$ cat src/rtl/row_policy_tracker_pkg.sv
// rtl/row_policy_tracker_pkg.sv - shared enums and bank-count helper for the row policy tracker
package row_policy_tracker_pkg;

  // Page policy select; encoding 3 is folded onto POL_OPEN when latched.
  typedef enum logic [1:0] {
    POL_OPEN    = 2'd0,
    POL_CLOSE   = 2'd1,
    POL_TIMEOUT = 2'd2
  } policy_t;

  // Lookup classification against the tracked open row.
  typedef enum logic [1:0] {
    RESP_HIT      = 2'd0,
    RESP_EMPTY    = 2'd1,
    RESP_CONFLICT = 2'd2
  } resp_t;

  // Commands observed from the scheduler.
  typedef enum logic [2:0] {
    CMD_ACT  = 3'd0,
    CMD_RD   = 3'd1,
    CMD_WR   = 3'd2,
    CMD_PRE  = 3'd3,
    CMD_PREA = 3'd4,
    CMD_REF  = 3'd5
  } cmd_t;

  // Number of tracked banks for a given bank-group / bank split.
  function automatic int nbank(input int bg_bits, input int ba_bits);
    return 1 << (bg_bits + ba_bits);
  endfunction

endpackage

$ cat src/rtl/row_policy_tracker_if.sv
// rtl/row_policy_tracker_if.sv - lookup, response, command and precharge-request signals
interface row_policy_tracker_if
  import row_policy_tracker_pkg::*;
#(
  parameter int BG_BITS  = 2,
  parameter int BA_BITS  = 2,
  parameter int ROW_BITS = 16
) ();
  localparam int BANK_BITS = BG_BITS + BA_BITS;

  logic                 req_valid;
  logic                 req_ready;
  logic [BANK_BITS-1:0] req_bank;
  logic [ROW_BITS-1:0]  req_row;

  logic                 resp_valid;
  logic                 resp_ready;
  resp_t                resp_type;
  logic [BANK_BITS-1:0] resp_bank;

  logic                 cmd_valid;
  cmd_t                 cmd_type;
  logic [BANK_BITS-1:0] cmd_bank;
  logic [ROW_BITS-1:0]  cmd_row;

  logic                 pre_req_valid;
  logic                 pre_req_ready;
  logic [BANK_BITS-1:0] pre_req_bank;

  // Address mapper / scheduler side.
  modport master (
    output req_valid, req_bank, req_row,
    input  req_ready,
    input  resp_valid, resp_type, resp_bank,
    output resp_ready,
    output cmd_valid, cmd_type, cmd_bank, cmd_row,
    input  pre_req_valid, pre_req_bank,
    output pre_req_ready
  );

  // Tracker side.
  modport slave (
    input  req_valid, req_bank, req_row,
    output req_ready,
    output resp_valid, resp_type, resp_bank,
    input  resp_ready,
    input  cmd_valid, cmd_type, cmd_bank, cmd_row,
    output pre_req_valid, pre_req_bank,
    input  pre_req_ready
  );

endinterface

$ cat src/rtl/row_policy_tracker_rr_arbiter.sv
// rtl/row_policy_tracker_rr_arbiter.sv - round-robin one-hot arbiter, pointer moves past each accepted grant
module row_policy_tracker_rr_arbiter #(
  parameter int N  = 16,
  parameter int IW = $clog2(N)
) (
  input  logic         clk,
  input  logic         rst,
  input  logic [N-1:0] req,
  input  logic         accept,
  output logic [N-1:0] grant
);
  logic [IW-1:0] ptr;
  logic [IW-1:0] idx;
  logic [IW-1:0] win_idx;
  logic          found;

  // Scan from the pointer upward (wrapping) and pick the first requester.
  always_comb begin
    idx     = '0;
    win_idx = '0;
    found   = 1'b0;
    grant   = '0;
    for (int k = 0; k < N; k++) begin
      idx = ptr + IW'(k);
      if (!found && req[idx]) begin
        found   = 1'b1;
        win_idx = idx;
      end
    end
    if (found) grant[win_idx] = 1'b1;
  end

  // Next search starts just after the bank that was taken.
  always_ff @(posedge clk) begin
    if (rst)                 ptr <= '0;
    else if (accept && found) ptr <= win_idx + IW'(1);
  end

endmodule

$ cat src/rtl/row_policy_tracker.sv
// rtl/row_policy_tracker.sv - per-bank row-buffer tracker with HIT/EMPTY/CONFLICT lookup and auto-precharge
module row_policy_tracker
  import row_policy_tracker_pkg::*;
#(
  parameter int BG_BITS  = 2,
  parameter int BA_BITS  = 2,
  parameter int ROW_BITS = 16,
  parameter int TIMEOUT  = 64,
  parameter int CNT_BITS = $clog2(TIMEOUT + 1)
) (
  input  logic       CLK,
  input  logic       RST,
  input  logic [1:0] pol_mode,
  row_policy_tracker_if.slave bus
);
  localparam int BANK_BITS = BG_BITS + BA_BITS;
  localparam int NBANK     = nbank(BG_BITS, BA_BITS);
  localparam logic [CNT_BITS-1:0] IDLE_MAX = CNT_BITS'(TIMEOUT);

  policy_t mode_q;
  logic    ready_en_q;

  logic [NBANK-1:0]    open_q, open_d;
  logic [NBANK-1:0]    exp_q, exp_d;
  logic [NBANK-1:0]    granted_q, granted_d;
  logic [NBANK-1:0]    kill_now;
  logic [ROW_BITS-1:0] row_q  [NBANK];
  logic [ROW_BITS-1:0] row_d  [NBANK];
  logic [CNT_BITS-1:0] idle_q [NBANK];
  logic [CNT_BITS-1:0] idle_d [NBANK];

  logic                 cmd_all_clr;
  resp_t                cls;
  logic                 resp_valid_q;
  resp_t                resp_type_q;
  logic [BANK_BITS-1:0] resp_bank_q;

  logic [NBANK-1:0]     arb_req, arb_grant;
  logic                 arb_accept;
  logic [BANK_BITS-1:0] grant_bank;
  logic                 pre_valid_q;
  logic [BANK_BITS-1:0] pre_bank_q;

  assign cmd_all_clr = bus.cmd_valid && (bus.cmd_type == CMD_PREA || bus.cmd_type == CMD_REF);

  // Latch the policy; encoding 3 behaves as OPEN and changes apply one cycle late.
  always_ff @(posedge CLK) begin
    if (RST)                     mode_q <= POL_OPEN;
    else if (pol_mode == 2'd3)   mode_q <= POL_OPEN;
    else                         mode_q <= policy_t'(pol_mode);
  end

  // Hold off lookups for the first cycle after reset is released.
  always_ff @(posedge CLK) begin
    if (RST) ready_en_q <= 1'b0;
    else     ready_en_q <= 1'b1;
  end

  // Per-bank next state: commands first, then idle ageing for untouched open banks.
  always_comb begin
    open_d    = open_q;
    exp_d     = exp_q;
    granted_d = granted_q;
    kill_now  = '0;
    for (int b = 0; b < NBANK; b++) begin
      row_d[b]  = row_q[b];
      idle_d[b] = idle_q[b];
    end
    for (int b = 0; b < NBANK; b++) begin
      if (cmd_all_clr) begin
        open_d[b]    = 1'b0;
        exp_d[b]     = 1'b0;
        granted_d[b] = 1'b0;
        kill_now[b]  = 1'b1;
      end else if (bus.cmd_valid && bus.cmd_bank == BANK_BITS'(b) && bus.cmd_type == CMD_ACT) begin
        open_d[b]    = 1'b1;
        row_d[b]     = bus.cmd_row;
        idle_d[b]    = '0;
        exp_d[b]     = 1'b0;
        granted_d[b] = 1'b0;
      end else if (bus.cmd_valid && bus.cmd_bank == BANK_BITS'(b) && bus.cmd_type == CMD_PRE) begin
        open_d[b]    = 1'b0;
        exp_d[b]     = 1'b0;
        granted_d[b] = 1'b0;
        kill_now[b]  = 1'b1;
      end else if (bus.cmd_valid && bus.cmd_bank == BANK_BITS'(b) && open_q[b] &&
                   (bus.cmd_type == CMD_RD || bus.cmd_type == CMD_WR)) begin
        // An access resets ageing and so always beats a same-cycle timeout.
        idle_d[b] = '0;
        if (mode_q == POL_CLOSE) exp_d[b] = 1'b1;
      end else if (open_q[b]) begin
        if (idle_q[b] != IDLE_MAX) idle_d[b] = idle_q[b] + CNT_BITS'(1);
        if (mode_q == POL_TIMEOUT && idle_d[b] == IDLE_MAX) exp_d[b] = 1'b1;
      end
      if (mode_q == POL_OPEN) exp_d[b] = 1'b0;
    end
    // A bank whose precharge request was taken stays parked until reopened or closed.
    if (pre_valid_q && bus.pre_req_ready && exp_d[pre_bank_q]) granted_d[pre_bank_q] = 1'b1;
  end

  // Bank state registers.
  always_ff @(posedge CLK) begin
    if (RST) begin
      open_q    <= '0;
      exp_q     <= '0;
      granted_q <= '0;
      for (int b = 0; b < NBANK; b++) begin
        row_q[b]  <= '0;
        idle_q[b] <= '0;
      end
    end else begin
      open_q    <= open_d;
      exp_q     <= exp_d;
      granted_q <= granted_d;
      for (int b = 0; b < NBANK; b++) begin
        row_q[b]  <= row_d[b];
        idle_q[b] <= idle_d[b];
      end
    end
  end

  // Classify against post-command state so same-cycle ACT/PRE are visible.
  always_comb begin
    if (!open_d[bus.req_bank])                 cls = RESP_EMPTY;
    else if (row_d[bus.req_bank] == bus.req_row) cls = RESP_HIT;
    else                                        cls = RESP_CONFLICT;
  end

  assign bus.req_ready = ready_en_q && (!resp_valid_q || bus.resp_ready);

  // Single-entry response register, held while the consumer stalls.
  always_ff @(posedge CLK) begin
    if (RST) begin
      resp_valid_q <= 1'b0;
      resp_type_q  <= RESP_HIT;
      resp_bank_q  <= '0;
    end else if (bus.req_valid && bus.req_ready) begin
      resp_valid_q <= 1'b1;
      resp_type_q  <= cls;
      resp_bank_q  <= bus.req_bank;
    end else if (bus.resp_ready) begin
      resp_valid_q <= 1'b0;
    end
  end

  assign bus.resp_valid = resp_valid_q;
  assign bus.resp_type  = resp_type_q;
  assign bus.resp_bank  = resp_bank_q;

  // Only banks that stay expired through this cycle and are not parked may be offered.
  assign arb_req    = exp_q & exp_d & ~granted_q;
  assign arb_accept = !pre_valid_q && (|arb_grant);

  row_policy_tracker_rr_arbiter #(.N(NBANK)) u_arb (
    .clk    (CLK),
    .rst    (RST),
    .req    (arb_req),
    .accept (arb_accept),
    .grant  (arb_grant)
  );

  // One-hot grant to bank number.
  always_comb begin
    grant_bank = '0;
    for (int b = 0; b < NBANK; b++) begin
      if (arb_grant[b]) grant_bank = BANK_BITS'(b);
    end
  end

  // Precharge request register: load when empty, drop on accept or when the bank is closed under it.
  always_ff @(posedge CLK) begin
    if (RST) begin
      pre_valid_q <= 1'b0;
      pre_bank_q  <= '0;
    end else if (pre_valid_q) begin
      if (bus.pre_req_ready || kill_now[pre_bank_q]) pre_valid_q <= 1'b0;
    end else if (arb_accept) begin
      pre_valid_q <= 1'b1;
      pre_bank_q  <= grant_bank;
    end
  end

  assign bus.pre_req_valid = pre_valid_q;
  assign bus.pre_req_bank  = pre_bank_q;

endmodule

$ cat src/flat_wrapper.sv
// flat-port wrapper written by rule: the top's interface ports become plain ports
module row_policy_tracker_flat import row_policy_tracker_pkg::*;
#(
  parameter int BG_BITS  = 2,
  parameter int BA_BITS  = 2,
  parameter int ROW_BITS = 16,
  parameter int TIMEOUT  = 64,
  parameter int CNT_BITS = $clog2(TIMEOUT + 1)
)
  (CLK, RST, pol_mode, bus_req_valid, bus_req_bank, bus_req_row, bus_req_ready, bus_resp_valid, bus_resp_type, bus_resp_bank, bus_resp_ready, bus_cmd_valid, bus_cmd_type, bus_cmd_bank, bus_cmd_row, bus_pre_req_valid, bus_pre_req_bank, bus_pre_req_ready);
  row_policy_tracker_if #(.BG_BITS(BG_BITS), .BA_BITS(BA_BITS), .ROW_BITS(ROW_BITS)) bus_i ();
  input  logic CLK;
  input  logic RST;
  input  logic [1:0] pol_mode;
  input wire logic [$bits(bus_i.req_valid)-1:0] bus_req_valid;
  input wire logic [$bits(bus_i.req_bank)-1:0] bus_req_bank;
  input wire logic [$bits(bus_i.req_row)-1:0] bus_req_row;
  output wire logic [$bits(bus_i.req_ready)-1:0] bus_req_ready;
  output wire logic [$bits(bus_i.resp_valid)-1:0] bus_resp_valid;
  output wire logic [$bits(bus_i.resp_type)-1:0] bus_resp_type;
  output wire logic [$bits(bus_i.resp_bank)-1:0] bus_resp_bank;
  input wire logic [$bits(bus_i.resp_ready)-1:0] bus_resp_ready;
  input wire logic [$bits(bus_i.cmd_valid)-1:0] bus_cmd_valid;
  input wire logic [$bits(bus_i.cmd_type)-1:0] bus_cmd_type;
  input wire logic [$bits(bus_i.cmd_bank)-1:0] bus_cmd_bank;
  input wire logic [$bits(bus_i.cmd_row)-1:0] bus_cmd_row;
  output wire logic [$bits(bus_i.pre_req_valid)-1:0] bus_pre_req_valid;
  output wire logic [$bits(bus_i.pre_req_bank)-1:0] bus_pre_req_bank;
  input wire logic [$bits(bus_i.pre_req_ready)-1:0] bus_pre_req_ready;
  assign bus_i.req_valid = bus_req_valid;
  assign bus_i.req_bank = bus_req_bank;
  assign bus_i.req_row = bus_req_row;
  assign bus_req_ready = bus_i.req_ready;
  assign bus_resp_valid = bus_i.resp_valid;
  assign bus_resp_type = bus_i.resp_type;
  assign bus_resp_bank = bus_i.resp_bank;
  assign bus_i.resp_ready = bus_resp_ready;
  assign bus_i.cmd_valid = bus_cmd_valid;
  assign bus_i.cmd_type = bus_cmd_type;
  assign bus_i.cmd_bank = bus_cmd_bank;
  assign bus_i.cmd_row = bus_cmd_row;
  assign bus_pre_req_valid = bus_i.pre_req_valid;
  assign bus_pre_req_bank = bus_i.pre_req_bank;
  assign bus_i.pre_req_ready = bus_pre_req_ready;
  row_policy_tracker #(.BG_BITS(BG_BITS), .BA_BITS(BA_BITS), .ROW_BITS(ROW_BITS), .TIMEOUT(TIMEOUT), .CNT_BITS(CNT_BITS)) u_core (.CLK(CLK), .RST(RST), .pol_mode(pol_mode), .bus(bus_i));
endmodule
$ cat config.mk
export PLATFORM = sky130hd
export DESIGN_NAME = row_policy_tracker_flat
export DESIGN_NICKNAME = d
export VERILOG_FILES = /design/src/rtl/row_policy_tracker_pkg.sv /design/src/rtl/row_policy_tracker_if.sv /design/src/rtl/row_policy_tracker_rr_arbiter.sv /design/src/rtl/row_policy_tracker.sv /design/src/flat_wrapper.sv
export SDC_FILE = /design/constraint.sdc
export NUM_CORES = 1
export LEC_CHECK = 0
export BUFFER_PORTS_ARGS = -buffer_cell sky130_fd_sc_hd__buf_4
export CAP_MARGIN = 40
export CORE_ASPECT_RATIO = 0.5
export CORE_MARGIN = 5
export CORE_UTILIZATION = 63
export DETAILED_ROUTE_END_ITERATION = 10
export GPL_TIMING_DRIVEN = 1
export PLACE_DENSITY_LB_ADDON = 0.2
export SLEW_MARGIN = 25
export SYNTH_ARGS = -nofsm -noshare
export SYNTH_HDL_FRONTEND = slang
export SYNTH_SLANG_ARGS = --single-unit
$ cat constraint.sdc
create_clock -name CLK -period 6.5 [get_ports CLK]
set_input_delay 0 -clock CLK [delete_from_list [all_inputs] [get_ports CLK]]
set_output_delay 0 -clock CLK [all_outputs]
set_load 0.05 [all_outputs]
==> results.cfg, run 1 <==
[timing]
min_period_ns = 5.576
relSlewSlack = 0.3059
maxSlewViolCount = 0
worst_slew_pin_slew_ns = 1.041
finClkSkew_ns = 0.01819
hold_violations = 0
setup_tns_ns = 0
timing.fmax_mhz = 179.3
setup_viol = 0
min_period_over_period = 0.8579
rsz0062_at_grt = no

[yosys]
yosysUniqueCellTypes = 94
synth.area.top_cells = dfxtp_1 36%, mux2i_1 12%, mux4_2 9.3%
synth-seq-cells = 435
yosysSeqAreaShare = 0.3624
synth.most_common_cell = nor2_1
synth.top_cell.area_share = 0.3624
synth_xor_area_frac = 0.03207
synth_area_per_cell_um2 = 9.124
yosysWarnings = 0
synthTopCellsByCount = 489 x nor2_1, 435 x dfxtp_1, 285 x mux2i_1
synth_top_family_by_area = multiplexers
syn-num-nets = 2728
synth-compound-area-share = 0.1318
netlist_instances = 2634
synthMuxAreaShare = 0.2195
syn_area_mm2 = 0.02403
async_flop_share = 0
synth_top_area_cell = dfxtp_1
yosys.area_share.simple = 0.1910
synth-adder-area-share = 0.02239
ys.flop_type = dfxtp_1
synth_edf_count = 0

[layout]
fin_util = 0.7054
final_cell_count_no_fill = 3175
nNetsFinal = 2750
design_area_mm2 = 0.02648
antenna_cells = 0
area_growth_pct = 10.18
drive_gt1_frac = 0.1212

[placement]
place_congestion = 0.9584
portBuffers = 63
postPlaceCellArea_mm2 = 0.02488
placedCellCount = 3079
place_hpwl_um = 43380

[floorplanning]
core_mm2 = 0.03754
start_util = 0.6402
die_area_mm2 = 0.04239
die_h_um = 148.1
io_pins = 64
fp-row-count = 50
fp.dieW_um = 286.2

[grt]
grt_max_degree = 243
grt_usage = 0.2982
grt_pass1_wl_um = 103200
grt-ovfl-total = 0
antenna_found_initial = 2
first_global_vias = 19022

[clock_tree]
clkLatencyLatePin_ns = 0.55
cts_tree = built
cts_buffers = 39
cts.clk_slew.worst_paths_ns = 0.06
cts_root_buf = clkbuf_16
hold_buffers = 26
post-cts-setup-buffers = 0
htree_levels = 2
clock_sinks = 435
ctsResizeCount = 0
clk_path_buf_depth = 3

[worst_setup_path]
crit_type = flip-flop to flip-flop
cp-start-kind = flip-flop
cp_max_fo = 16
arrival_ns = 5.99
required_ns = 6.91
endpoint_kind = flip-flop

[power_and_ir_drop]
internal_power_mw = 4.653
pwr-share-seq = 0.409
p_sw_frac = 0.3020
p_clk_frac = 0.359
peakVddDrop_mv = 0.2431
p_leak_nw = 10.04
p_per_area_mw_per_mm2 = 251.7
combPwrFrac = 0.232
switchingPower_mw = 2.013

[routing]
vias = 20536
viasPerCell = 6.468
wire_per_inst_um = 20.75
drt-total-wl_um = 65870
first_pass_iters = 6
ant_nets = 0
first_iter_violations = 2411
drc = 0

[flow_run]
drv_cap = 0

[worst_hold_path]
min_path_type = input pin to flip-flop

[outcome]
status = completed
layout make-up:
| class | count | area (µm²) |
|---|---|---|
| Tap cell | 494 | 618.1 |
| Fill cell | 2935 | 11060 |
| Clock inverter | 8 | 137.6 |
| Clock buffer | 58 | 1167 |
| Timing Repair Buffer | 145 | 1214 |
| Sequential cell | 435 | 8708 |
| Multi-Input combinational cell | 1966 | 14380 |
| Inverter | 69 | 259.0 |
kinds of logic after synthesis:
family,Yosys count
AO/OA/AOI/OAI,493
XOR/XNOR,88
adder cells (fa/ha/maj),43
buffers and inverters,233
flip-flops,435
multiplexers,396
AND/OR/NAND/NOR,946
final timing paths:
check	slack, ns	start	cells past startpoint	endpoint
worst max-delay path	0.92	u_core.u_arb.ptr[0]	18	u_core.u_arb.ptr[0]
worst min-delay path	0.03	bus_req_row[10]	5	u_core.bus.resp_type[1]
worst max register to register	0.92	u_core.u_arb.ptr[0]	18	u_core.u_arb.ptr[0]
worst min register to register	0.46	u_core.bus.resp_type[1]	2	u_core.bus.resp_type[1]
state kept, by name, indices dropped and copies added, names as in the netlist:
name / count
u_core.bus.resp_type: 2
u_core.bus.pre_req_bank: 4
u_core.bus.pre_req_valid: 1
u_core.ready_en_q: 1
u_core.granted_q: 16
u_core.bus.resp_valid: 1
u_core.bus.resp_bank: 4
u_core.idle_q: 112
u_core.open_q: 16
u_core.exp_q: 16
u_core.row_q: 256
u_core.u_arb.ptr: 4
u_core.mode_q: 2
placed cells by master, fill, tap and decap left out, types with 8 or more instances in the layout:
master	synthesis	layout
a221oi_1	14	14
or3_1	15	15
a31oi_1	42	42
a211oi_1	15	15
nor3b_1	11	11
a32oi_1	25	25
a22oi_1	44	44
nand2_1	89	89
ha_1	43	43
clkbuf_8	0	12
a21oi_1	151	151
nor4_1	8	8
xnor2_1	51	51
xor2_1	37	37
buf_4	8	107
nand3b_1	25	25
a21o_1	10	10
o21ai_0	85	85
nor3_1	49	46
nand4b_1	24	24
and3_1	35	35
nand2b_1	24	24
clkbuf_16	0	39
nand4_1	13	13
nand3_1	75	75
nor2_1	489	483
mux4_2	99	99
dlygate4sd3_1	1	26
nor2b_1	29	29
o21ai_1	14	14
and2_1	13	13
o211ai_1	12	12
dfxtp_1	435	435
mux2i_1	285	285
nor3_2	5	8
inv_1	66	66
o31ai_1	11	11
worst max-delay path, cell delays in order (launching register included):
cell	delay [ns]
dfxtp_1	0.34
inv_2	0.12
ha_1	0.50
inv_2	0.27
nor3_1	0.09
buf_4	0.20
a22oi_1	0.17
mux4_2	0.33
mux2i_1	0.13
nor3_2	0.55
nand3_4	0.22
or3_1	0.53
a221oi_1	0.65
inv_1	0.19
ha_1	0.25
nor2_1	0.15
a211o_1	0.45
mux2i_1	0.24
nor2_1	0.05
power groups by stage:
stage,Clock [mW],Combinational (mW),Sequential (mW)
finish,2.39,1.55,2.73
global route,2.54,1.67,2.73
CTS,2.42,1.52,2.73
detailed placement,0,1.49,2.79
global placement,0,1.46,2.79
floorplan,0,1.15,2.80
routing by layer:
metal	up-vias	global-route usage	part of all wire
li1	9611	-	-
met1	9932	0.4143	0.43
met2	846	0.4878	0.46
met3	145	0.05666	0.083
met4	2	0.07238	0.024
met5	-	0	0.00020
metrics by stage:
step | hold WS, ns | worst slack, ns | total power, mW
after global placement | 0.1982 | 1.130 | 4.255
after floorplan | 0.07615 | 1.526 | 3.950
final | 0.02623 | 0.9238 | 6.666
after CTS | 0.003673 | 1.004 | 6.664
after detailed placement | 0.2008 | 1.042 | 4.279
after global routing | 0.04429 | 0.4275 | 6.940
(Power assumes the default switching activity.)
==> run 2: changes to the inputs <==
--- a/config.mk
+++ b/config.mk
@@ -5,12 +5,12 @@
 export SDC_FILE = /design/constraint.sdc
 export NUM_CORES = 1
 export LEC_CHECK = 0
-export BUFFER_PORTS_ARGS = -buffer_cell sky130_fd_sc_hd__buf_4
 export CAP_MARGIN = 40
 export CORE_ASPECT_RATIO = 0.5
 export CORE_MARGIN = 5
-export CORE_UTILIZATION = 63
+export CORE_UTILIZATION = 65
 export DETAILED_ROUTE_END_ITERATION = 10
+export DONT_BUFFER_PORTS = 1
 export GPL_TIMING_DRIVEN = 1
 export PLACE_DENSITY_LB_ADDON = 0.2
 export SLEW_MARGIN = 25
==> run 2 against run 1 <==
Sequential power hardly changed. Total power is 2.2% lower. Critical endpoint is now u_core.bus.pre_req_bank[3]. Critical path depth is 1 lower. Via count is 1.0% higher. Largest cell class unchanged. Highest routed layer unchanged. Clock skew is 0.00058 ns higher. First-iteration DRC count is 6.1% higher.
==> results.cfg, run 2 (same netlist as run 1, synthesis figures left out) <==
[routing]
wl_met3_um = 6573
vias = 20743
wl_met2_um = 30550
wire_per_inst_um = 21.66
drc = 0
drt-total-wl_um = 68240
ant_nets = 0
first_pass_iters = 10
viasPerCell = 6.585
top_layer_used = met5
first_iter_violations = 2559
wl_met1_um = 28850

[worst_setup_path]
required_ns = 6.95
cp_common_cell = nor2_1
arrival_ns = 6.17
crit_type = input pin to flip-flop
r2r-end = u_core.bus.pre_req_bank[3]
cp_max_fo = 13
timing.rr.start = u_core.u_arb.ptr[1]
crit_slowest_cell = dlygate4sd3_1
crit_chain = dlygate4sd3_1, buf_8, nor2b_1, nand3_1, a32oi_1, mux4_2, mux2i_1, nor3_2, nand3_4, or3_1, a221oi_1, inv_1, ha_1, nor2_1, a211o_1, nor2_1, a211oi_1
max_stage_delay_ns = 0.72
cp-start-kind = input pin
endpoint_kind = flip-flop
ff2ff_path_depth = 19
r2r_slack_ns = 0.87

[flow_run]
drv_cap = 0

[timing]
min_period_ns = 5.716
rsz0062_at_grt = no
min_period_over_period = 0.8795
maxSlewViolCount = 0
hold_violations = 0
setup_tns_ns = 0
whs_ns = 0.02113
setup_viol = 0
finClkSkew_ns = 0.01877
timing.fmax_mhz = 174.9
worst_slew_pin_slew_ns = 0.9241
relSlewSlack = 0.3680

[floorplanning]
die_area_mm2 = 0.04115
core_mm2 = 0.03623
fp-row-count = 49
fp.dieW_um = 281.9
die_h_um = 146.0
io_pins = 64
start_util = 0.6632

[layout]
largest-register = u_core.row_q
fillers = 2645
layout_common_cells = 483 x nor2_1, 435 x dfxtp_1, 285 x mux2i_1, 151 x a21oi_1, 99 x mux4_2
final_common_cell = nor2_1
largest_reg_flops = 256
area_growth_pct = 10.25
reg_top3 = u_core.row_q: 256 flops, u_core.idle_q: 112 flops
drive_gt1_frac = 0.09827
final_cell_count_no_fill = 3150
nNetsFinal = 2735
antenna_cells = 0

[clock_tree]
hold_buffers = 72
cts_buffers = 39
cts_tree = built
htree_levels = 2
clkLatencyLatePin_ns = 0.56
post-cts-setup-buffers = 0
clk_path_buf_depth = 3
clock_sinks = 435
cts_root_buf = clkbuf_16
ctsResizeCount = 0
cts.clk_slew.worst_paths_ns = 0.07

[grt]
first_global_vias = 19314
grt-ovfl-total = 0
grt_pass1_wl_um = 107300
grt_max_degree = 388
grt_usage = 0.3202
antenna_found_initial = 1

[power_and_ir_drop]
peakVddDrop_mv = 0.2018
p_leak_nw = 10.01
finalPower_mw = 6.522
p_per_area_mw_per_mm2 = 246.2

[outcome]
status = completed

[placement]
place_congestion = 0.9779
portBuffers = 0
place_hpwl_um = 42840
placedCellCount = 3002

[worst_hold_path]
hold_end = u_core.bus.resp_bank[0]
hold_depth = 3
min_path_type = input pin to flip-flop
hp-start = bus_req_valid
==> run 2: cell type report <==
| cell class | instances | area (µm²) | share of cell area |
|---|---|---|---|
| inverter | 69 | 259.0 | 0.009775 |
| timing repair buffer | 130 | 1318 | 0.04973 |
| clock inverter | 14 | 170.2 | 0.006422 |
| clock buffer | 52 | 1045 | 0.03943 |
| tap | 484 | 605.6 | 0.02286 |
| sequential | 435 | 8708 | 0.3287 |
| multi-input combinational | 1966 | 14390 | 0.5431 |
==> run 2: layer usage <==
layer	vias up	track usage
met2	964	0.5034
met1	10002	0.4456
li1	9586	-
met5	-	0
met4	2	0.09144
met3	189	0.07422
==> run 2: worst max-delay path, delay by kind of cell <==
kind                       cells  cell delay (ns)
AOI/OAI and AO/OA              4             1.79
buffers and inverters          3             1.14
adders and majority gates      1             0.24
and+or+nand+nor                7             2.40
muxes                          2             0.56
==> run 2: worst max path at each step <==
stage | from | endpoint | cells after the start
floorplan | u_core.u_arb.ptr[0] | u_core.u_arb.ptr[2] | 23
detailed placement | u_core.u_arb.ptr[1] | u_core.bus.pre_req_bank[3] | 19
finish | bus_cmd_type[2] | u_core.bus.pre_req_bank[3] | 17
global placement | u_core.u_arb.ptr[1] | u_core.bus.pre_req_bank[2] | 19
global route | u_core.u_arb.ptr[1] | u_core.bus.pre_req_bank[3] | 19
CTS | bus_cmd_type[2] | u_core.bus.pre_req_bank[3] | 16
==> run 2: per-stage QoR <==
stage               utilization  setup slack, ns  cell area [µm²]
floorplan                     -            1.526            24030
global placement         0.6700            1.105            24280
detailed placement       0.6734            1.014            24400
CTS                      0.7273           0.8437            26350
global route             0.7312           0.4428            26500
finish                   0.7312           0.7835            26500
==> run 2: power by group <==
group          internal (mW)  switching, mW  total, mW
clock                   1.26           1.07       2.32
combinational          0.575          0.896       1.47
sequential              2.69         0.0358       2.73
total                   4.52           2.00       6.52
